--- src/rtl/spi_pwm_pkg.sv ---
// spi_pwm_pkg: shared constants and types for the SPI PWM register bank
package spi_pwm_pkg;
  localparam int REG_W = 16;
  localparam int RW_BIT = 7;
  localparam int ADDR_MSB = 3;
  localparam logic [ADDR_MSB:0] ADDR_PERIOD = 4'hF;
  localparam logic [1:0] S_CMD = 2'd0;
  localparam logic [1:0] S_HI = 2'd1;
  localparam logic [1:0] S_LO = 2'd2;
  typedef logic [REG_W-1:0] reg_t;
endpackage

--- src/rtl/pwm_channel.sv ---
// pwm_channel: one PWM output whose duty shadow reloads only when the shared counter wraps
module pwm_channel
  import spi_pwm_pkg::*;
(
  input  logic clk,
  input  logic rst,
  input  reg_t duty_i,
  input  logic wrap_i,
  input  reg_t cnt_i,
  output logic pwm_o
);
  reg_t duty_sh_q;
  logic pwm_q;
  assign pwm_o = pwm_q;
  always_ff @(posedge clk) begin
    if (rst) begin
      duty_sh_q <= '0;
      pwm_q <= 1'b0;
    end else begin
      duty_sh_q <= wrap_i ? duty_i : duty_sh_q;
      pwm_q <= cnt_i < duty_sh_q;
    end
  end
endmodule

--- src/rtl/spi_pwm_regs.sv ---
// spi_pwm_regs: 3-byte SPI frame decoder, PWM register bank and PWM generator; define SPI_READBACK_EN for register readback on tx_byte
module spi_pwm_regs
  import spi_pwm_pkg::*;
#(
  parameter int NUM_CH = 4,
  parameter logic [15:0] PERIOD_RST = 16'hFFFF,
  parameter int TIMEOUT_CYC = 1024
) (
  input  logic              sys_clk,
  input  logic              rst,
  input  logic              rx_valid,
  input  logic [7:0]        rx_byte,
  output logic [7:0]        tx_byte,
  output logic [NUM_CH-1:0] pwm_out,
  output logic              cmd_err
);
  localparam int TW = $clog2(TIMEOUT_CYC + 1);
  localparam logic [ADDR_MSB:0] NCH = 4'(NUM_CH);
  logic [1:0] state_q, state_d;
  logic rw_q, rw_d, wr, err_q, err_d, wrap;
  logic [ADDR_MSB:0] addr_q, addr_d, rx_addr;
  logic [7:0] hi_q, hi_d;
  logic [TW-1:0] tmo_q, tmo_d;
  reg_t duty_q [NUM_CH];
  reg_t period_q, period_sh_q, cnt_q;

  function automatic logic addr_ok(input logic [ADDR_MSB:0] a);
    return a < NCH || a == ADDR_PERIOD;
  endfunction

  assign rx_addr = rx_byte[ADDR_MSB:0];
  assign wrap = cnt_q == period_sh_q;
  assign cmd_err = err_q;

  // Framing is by byte count only; the timeout counter runs while a frame is open
  always_comb begin
    state_d = state_q;
    rw_d = rw_q;
    addr_d = addr_q;
    hi_d = hi_q;
    tmo_d = '0;
    err_d = 1'b0;
    wr = 1'b0;
    if (state_q == S_CMD) begin
      if (rx_valid) begin
        state_d = S_HI;
        rw_d = rx_byte[RW_BIT];
        addr_d = rx_addr;
        err_d = !addr_ok(rx_addr);
      end
    end else if (rx_valid) begin
      state_d = state_q == S_HI ? S_LO : S_CMD;
      hi_d = state_q == S_HI ? rx_byte : hi_q;
      wr = state_q == S_LO && !rw_q && addr_ok(addr_q);
    end else if (tmo_q == TW'(TIMEOUT_CYC - 1)) begin
      state_d = S_CMD;
      err_d = 1'b1;
    end else begin
      tmo_d = tmo_q + 1'b1;
    end
  end

  always_ff @(posedge sys_clk) begin
    if (rst) begin
      state_q <= S_CMD;
      rw_q <= 1'b0;
      addr_q <= '0;
      hi_q <= '0;
      tmo_q <= '0;
      err_q <= 1'b0;
      period_q <= PERIOD_RST;
      period_sh_q <= PERIOD_RST;
      cnt_q <= '0;
      for (int i = 0; i < NUM_CH; i++) duty_q[i] <= '0;
    end else begin
      state_q <= state_d;
      rw_q <= rw_d;
      addr_q <= addr_d;
      hi_q <= hi_d;
      tmo_q <= tmo_d;
      err_q <= err_d;
      cnt_q <= wrap ? '0 : cnt_q + 1'b1;
      period_sh_q <= wrap ? period_q : period_sh_q;
      if (wr && addr_q == ADDR_PERIOD) period_q <= {hi_q, rx_byte};
      for (int i = 0; i < NUM_CH; i++) if (wr && addr_q == 4'(i)) duty_q[i] <= {hi_q, rx_byte};
    end
  end

  for (genvar c = 0; c < NUM_CH; c++) begin : g_ch
    pwm_channel u_ch (
      .clk   (sys_clk),
      .rst   (rst),
      .duty_i(duty_q[c]),
      .wrap_i(wrap),
      .cnt_i (cnt_q),
      .pwm_o (pwm_out[c])
    );
  end

`ifdef SPI_READBACK_EN
  reg_t sel, rd_q, rd_d;
  logic [7:0] tx_q, tx_d;
  // Whole register is captured at the cmd byte so hi and lo always belong together
  always_comb begin
    sel = rx_addr == ADDR_PERIOD ? period_q : '0;
    for (int i = 0; i < NUM_CH; i++) sel = rx_addr == 4'(i) ? duty_q[i] : sel;
  end
  always_comb begin
    rd_d = state_q == S_CMD && rx_valid ? sel : rd_q;
    tx_d = state_d == S_CMD ? 8'h00 : !rx_valid ? tx_q :
           state_q == S_CMD ? (rx_byte[RW_BIT] ? rd_d[15:8] : 8'h00) :
           (rw_q ? rd_q[7:0] : 8'h00);
  end
  always_ff @(posedge sys_clk) begin
    if (rst) begin
      rd_q <= '0;
      tx_q <= 8'h00;
    end else begin
      rd_q <= rd_d;
      tx_q <= tx_d;
    end
  end
  assign tx_byte = tx_q;
`else
  assign tx_byte = 8'h00;
`endif
endmodule

--- config.mk ---
export PLATFORM = sky130hd
export DESIGN_NAME = spi_pwm_regs
export DESIGN_NICKNAME = d
export VERILOG_FILES = /design/src/rtl/spi_pwm_pkg.sv /design/src/rtl/pwm_channel.sv /design/src/rtl/spi_pwm_regs.sv
export SDC_FILE = /design/constraint.sdc
export NUM_CORES = 1
export LEC_CHECK = 0
export CORE_MARGIN = 2
export CORE_UTILIZATION = 35
export CTS_CLUSTER_SIZE = 20
export DETAILED_ROUTE_END_ITERATION = 8
export GPL_TIMING_DRIVEN = 1
export PLACE_DENSITY = 0.62
export SLEW_MARGIN = 15
export SYNTH_ARGS = -nofsm -noshare
export SYNTH_HDL_FRONTEND = slang
export SYNTH_SLANG_ARGS = --single-unit
export TNS_END_PERCENT = 100
--- constraint.sdc ---
create_clock -name sys_clk -period 4.11 [get_ports sys_clk]
set_clock_uncertainty 0.15 [all_clocks]
set_input_delay 0.6165 -clock sys_clk [delete_from_list [all_inputs] [get_ports sys_clk]]
set_output_delay 0.6165 -clock sys_clk [all_outputs]
set_load 0.01 [all_outputs]
==> results_dict.tcl <==
set metrics [dict create \
    clk_path_buf_depth 3 \
    fp.coreArea_um2 26730 \
    viasPerCell 4.827 \
    clk_latency_ns 0.51 \
    layout-drive-gt1-share 0.07358 \
    synthCells 929 \
    post-cts-setup-buffers 0 \
    ir_drop_uv 259.0 \
    post_drt_wl_per_cell_um 16.47 \
    wl_met2_um 9242 \
    synthXorXnorAreaFrac 0.03522 \
    totalNegativeSetupSlack_ns 0 \
    grt_pass1_vias 6019 \
    wl_met3_um 831 \
    synthArstFlopShare 0 \
    dp_hpwl_um 13780 \
    rows 60 \
    die_w_um 168.3 \
    clock_sinks 207 \
    maxSlewHeadroom 0.4436 \
    cp.arrival_ns 2.89 \
    fin_hold_ws_ns 0.2969 \
    finalSetupViolCount 0 \
    dr.pass1.iters 4 \
    ant_nets 0 \
    rsz0062_at_grt "no" \
    maxCapViolCount 0 \
    ys_seq_area_frac 0.5064 \
    die_area_um2 28330 \
    synthFlopType "dfxtp_1" \
    gp_congestion 0.8098 \
    top_layer_used "met4" \
    cpPeakStageDelay_ns 0.59 \
    yosysUniqueCellTypes 43 \
    routed_wl_um 21500 \
    yosys.area_share.adder 0.08210 \
    m1WireLength_um 10810 \
    grt_util_all_layers 0.1539 \
    p_per_area_nw_per_um2 409.4 \
    hold_path.class "flop to flop" \
    syn2layout_area_growth_pct 13.48 \
    antenna_found_initial 0 \
    final_common_cell "dfxtp_1" \
    cts_resized 0 \
    cp_slowest_cell "nand2b_1" \
    synth_compound_gate_area_share 0.06065 \
    cpMostUsedCell "buf_4" \
    crit_chain "buf_4 > xor2_1 > nor4_1 > nand4_1 > buf_4 > nand2b_1 > nor2_1" \
    syn_area_um2 9449 \
    drc 0 \
    fillers 2630 \
    cts_made_buffers 24 \
    tightest_slew_ns 0.8347 \
    ctsRootBufferMaster "clkbuf_16" \
    vias 6304 \
    path_class "flop to flop" \
    grt_pass1_wl_um 33550 \
    fin_nets 1021 \
    avgSynthCellArea_um2 10.17 \
    critPathCaptureType "flop" \
    muxShareOfSynthArea 0.07627 \
    chipHeight_um 168.3 \
    path_max_fanout 48 \
    num_antenna_cells 0 \
    hold_viol 0 \
    port_buffers 15 \
    overflow 0 \
    drt_iter0_markers 368 \
    cts_tree "yes" \
    ios 24 \
    hold_buffers 0 \
    start_util 0.3536 \
    mostFrequentLayoutCells "dfxtp_1, nor2_1, mux2i_1" \
    h-tree-depth 1 \
    grt_max_degree 58 \
    start_kind "flop" \
    ys.warnings.count 0 \
    period_share 0.6478 \
    leakage_nw 4.486 \
    cts.clk_slew.worst_paths_ns 0.06 \
    status "finished, final reports clean" \
    synth-simple-area-share 0.1818 \
    ys_ff_latch 207 \
    required_ns 4.34 \
    synth_top_family_by_area "simple AND/OR/NAND/NOR gates" \
    period_minus_slack_ns 2.662 \
    max_freq_ghz 0.3756 \
    synth_edf_count 64 \
    slew_viol_final 0 \
]
-- cell type report --
| class | instances | area (um^2) | share of cell area |
|---|---|---|---|
| Multi-Input combinational cell | 610 | 4150 | 0.3870 |
| Tap cell | 341 | 426.7 | 0.03979 |
| Sequential cell | 207 | 4785 | 0.4462 |
| Clock buffer | 34 | 669.4 | 0.06243 |
| Timing Repair Buffer | 42 | 362.8 | 0.03384 |
| Inverter | 63 | 236.5 | 0.02205 |
| Clock inverter | 9 | 92.59 | 0.008635 |
-- worst max-delay path, delay by kind of cell, from the launching register on --
kind	cells	cell delay [ns]
buffers and inverters	2	0.62
XOR/XNOR	1	0.16
flip-flops	1	0.29
AND/OR/NAND/NOR	4	1.27
-- cells by family after synthesis --
logic type,count (synthesis)
adders and majority gates,62
AOI/OAI and AO/OA,97
xor gates and xnor gates,38
muxes,72
other,1
and+or+nand+nor,333
DFF,207
buffers and inverters,119
-- state kept, by name, indices dropped and copies added (netlist names) --
register	count
addr_q	4
cmd_err	1
cnt_q	16
duty_q	64
g_ch.u_ch.duty_sh_q	64
g_ch.u_ch.pwm_o	4
hi_q	8
period_q	16
period_sh_q	16
rw_q	1
state_q	2
tmo_q	11
-- cells in the mapped netlist (all sizes together), types with 2 or more instances --
master  instances  area, um^2
a211o          16       140.1
a21o            4       30.03
a21oi          55       275.3
and2           64       400.4
and3            4       25.02
and4            6       52.55
buf            35       221.5
clkbuf         21       82.57
dfxtp         143        2863
edfxtp         64        1922
ha             62       775.7
inv            63       236.5
mux2i          72       720.7
nand2          27       101.4
nand2b         10       65.06
nand3          16       80.08
nand4          14       87.58
nor2          136       510.5
nor2b          20       125.1
nor3           22       137.6
nor4            7       65.06
o21ai          17       85.08
o21bai          3       22.52
or4             2       22.52
xnor2          10       87.58
xor2           28       245.2
-- power breakdown --
group / leakage (nW) / total [W] / switching (W) / internal (W)
logic: 2.29 / 0.000156 / 0.000103 / 0.0000532
registers: 1.82 / 0.00217 / 0.0000293 / 0.00214
clock network: 0.376 / 0.00206 / 0.000810 / 0.00125
total: 4.49 / 0.00439 / 0.000942 / 0.00345
-- final timing paths --
kind | end | cells after the start | startpoint | slack, ns
worst max-delay path | cnt_q[6]$_SDFF_PP0_ | 7 | cnt_q[3]$_SDFF_PP0_ | 1.45
worst min-delay path | tmo_q[10]$_SDFF_PP0_ | 1 | tmo_q[10]$_SDFF_PP0_ | 0.30
worst max register to register | cnt_q[6]$_SDFF_PP0_ | 7 | cnt_q[3]$_SDFF_PP0_ | 1.45
worst min register to register | tmo_q[10]$_SDFF_PP0_ | 1 | tmo_q[10]$_SDFF_PP0_ | 0.30
-- per-layer routing --
layer / global-route usage / up-vias
li1: - / 3161
met1: 0.2211 / 3008
met2: 0.2403 / 96
met3: 0.02233 / 39
met4: 0.04648 / 0
met5: 0 / -
-- per-stage QoR --
stage	utilization	setup WS (ns)	instance area, um^2	std cells	power [W]
floorplan	-	1.424	9475	936	0.002301
global placement	0.3727	1.227	9961	1263	0.002370
detailed placement	0.3727	1.165	9961	1263	0.002371
CTS	0.4012	1.469	10720	1306	0.004443
global route	0.4012	1.252	10720	1306	0.004537
finish	0.4012	1.448	10720	1306	0.004389
(Power assumes the default switching activity.)
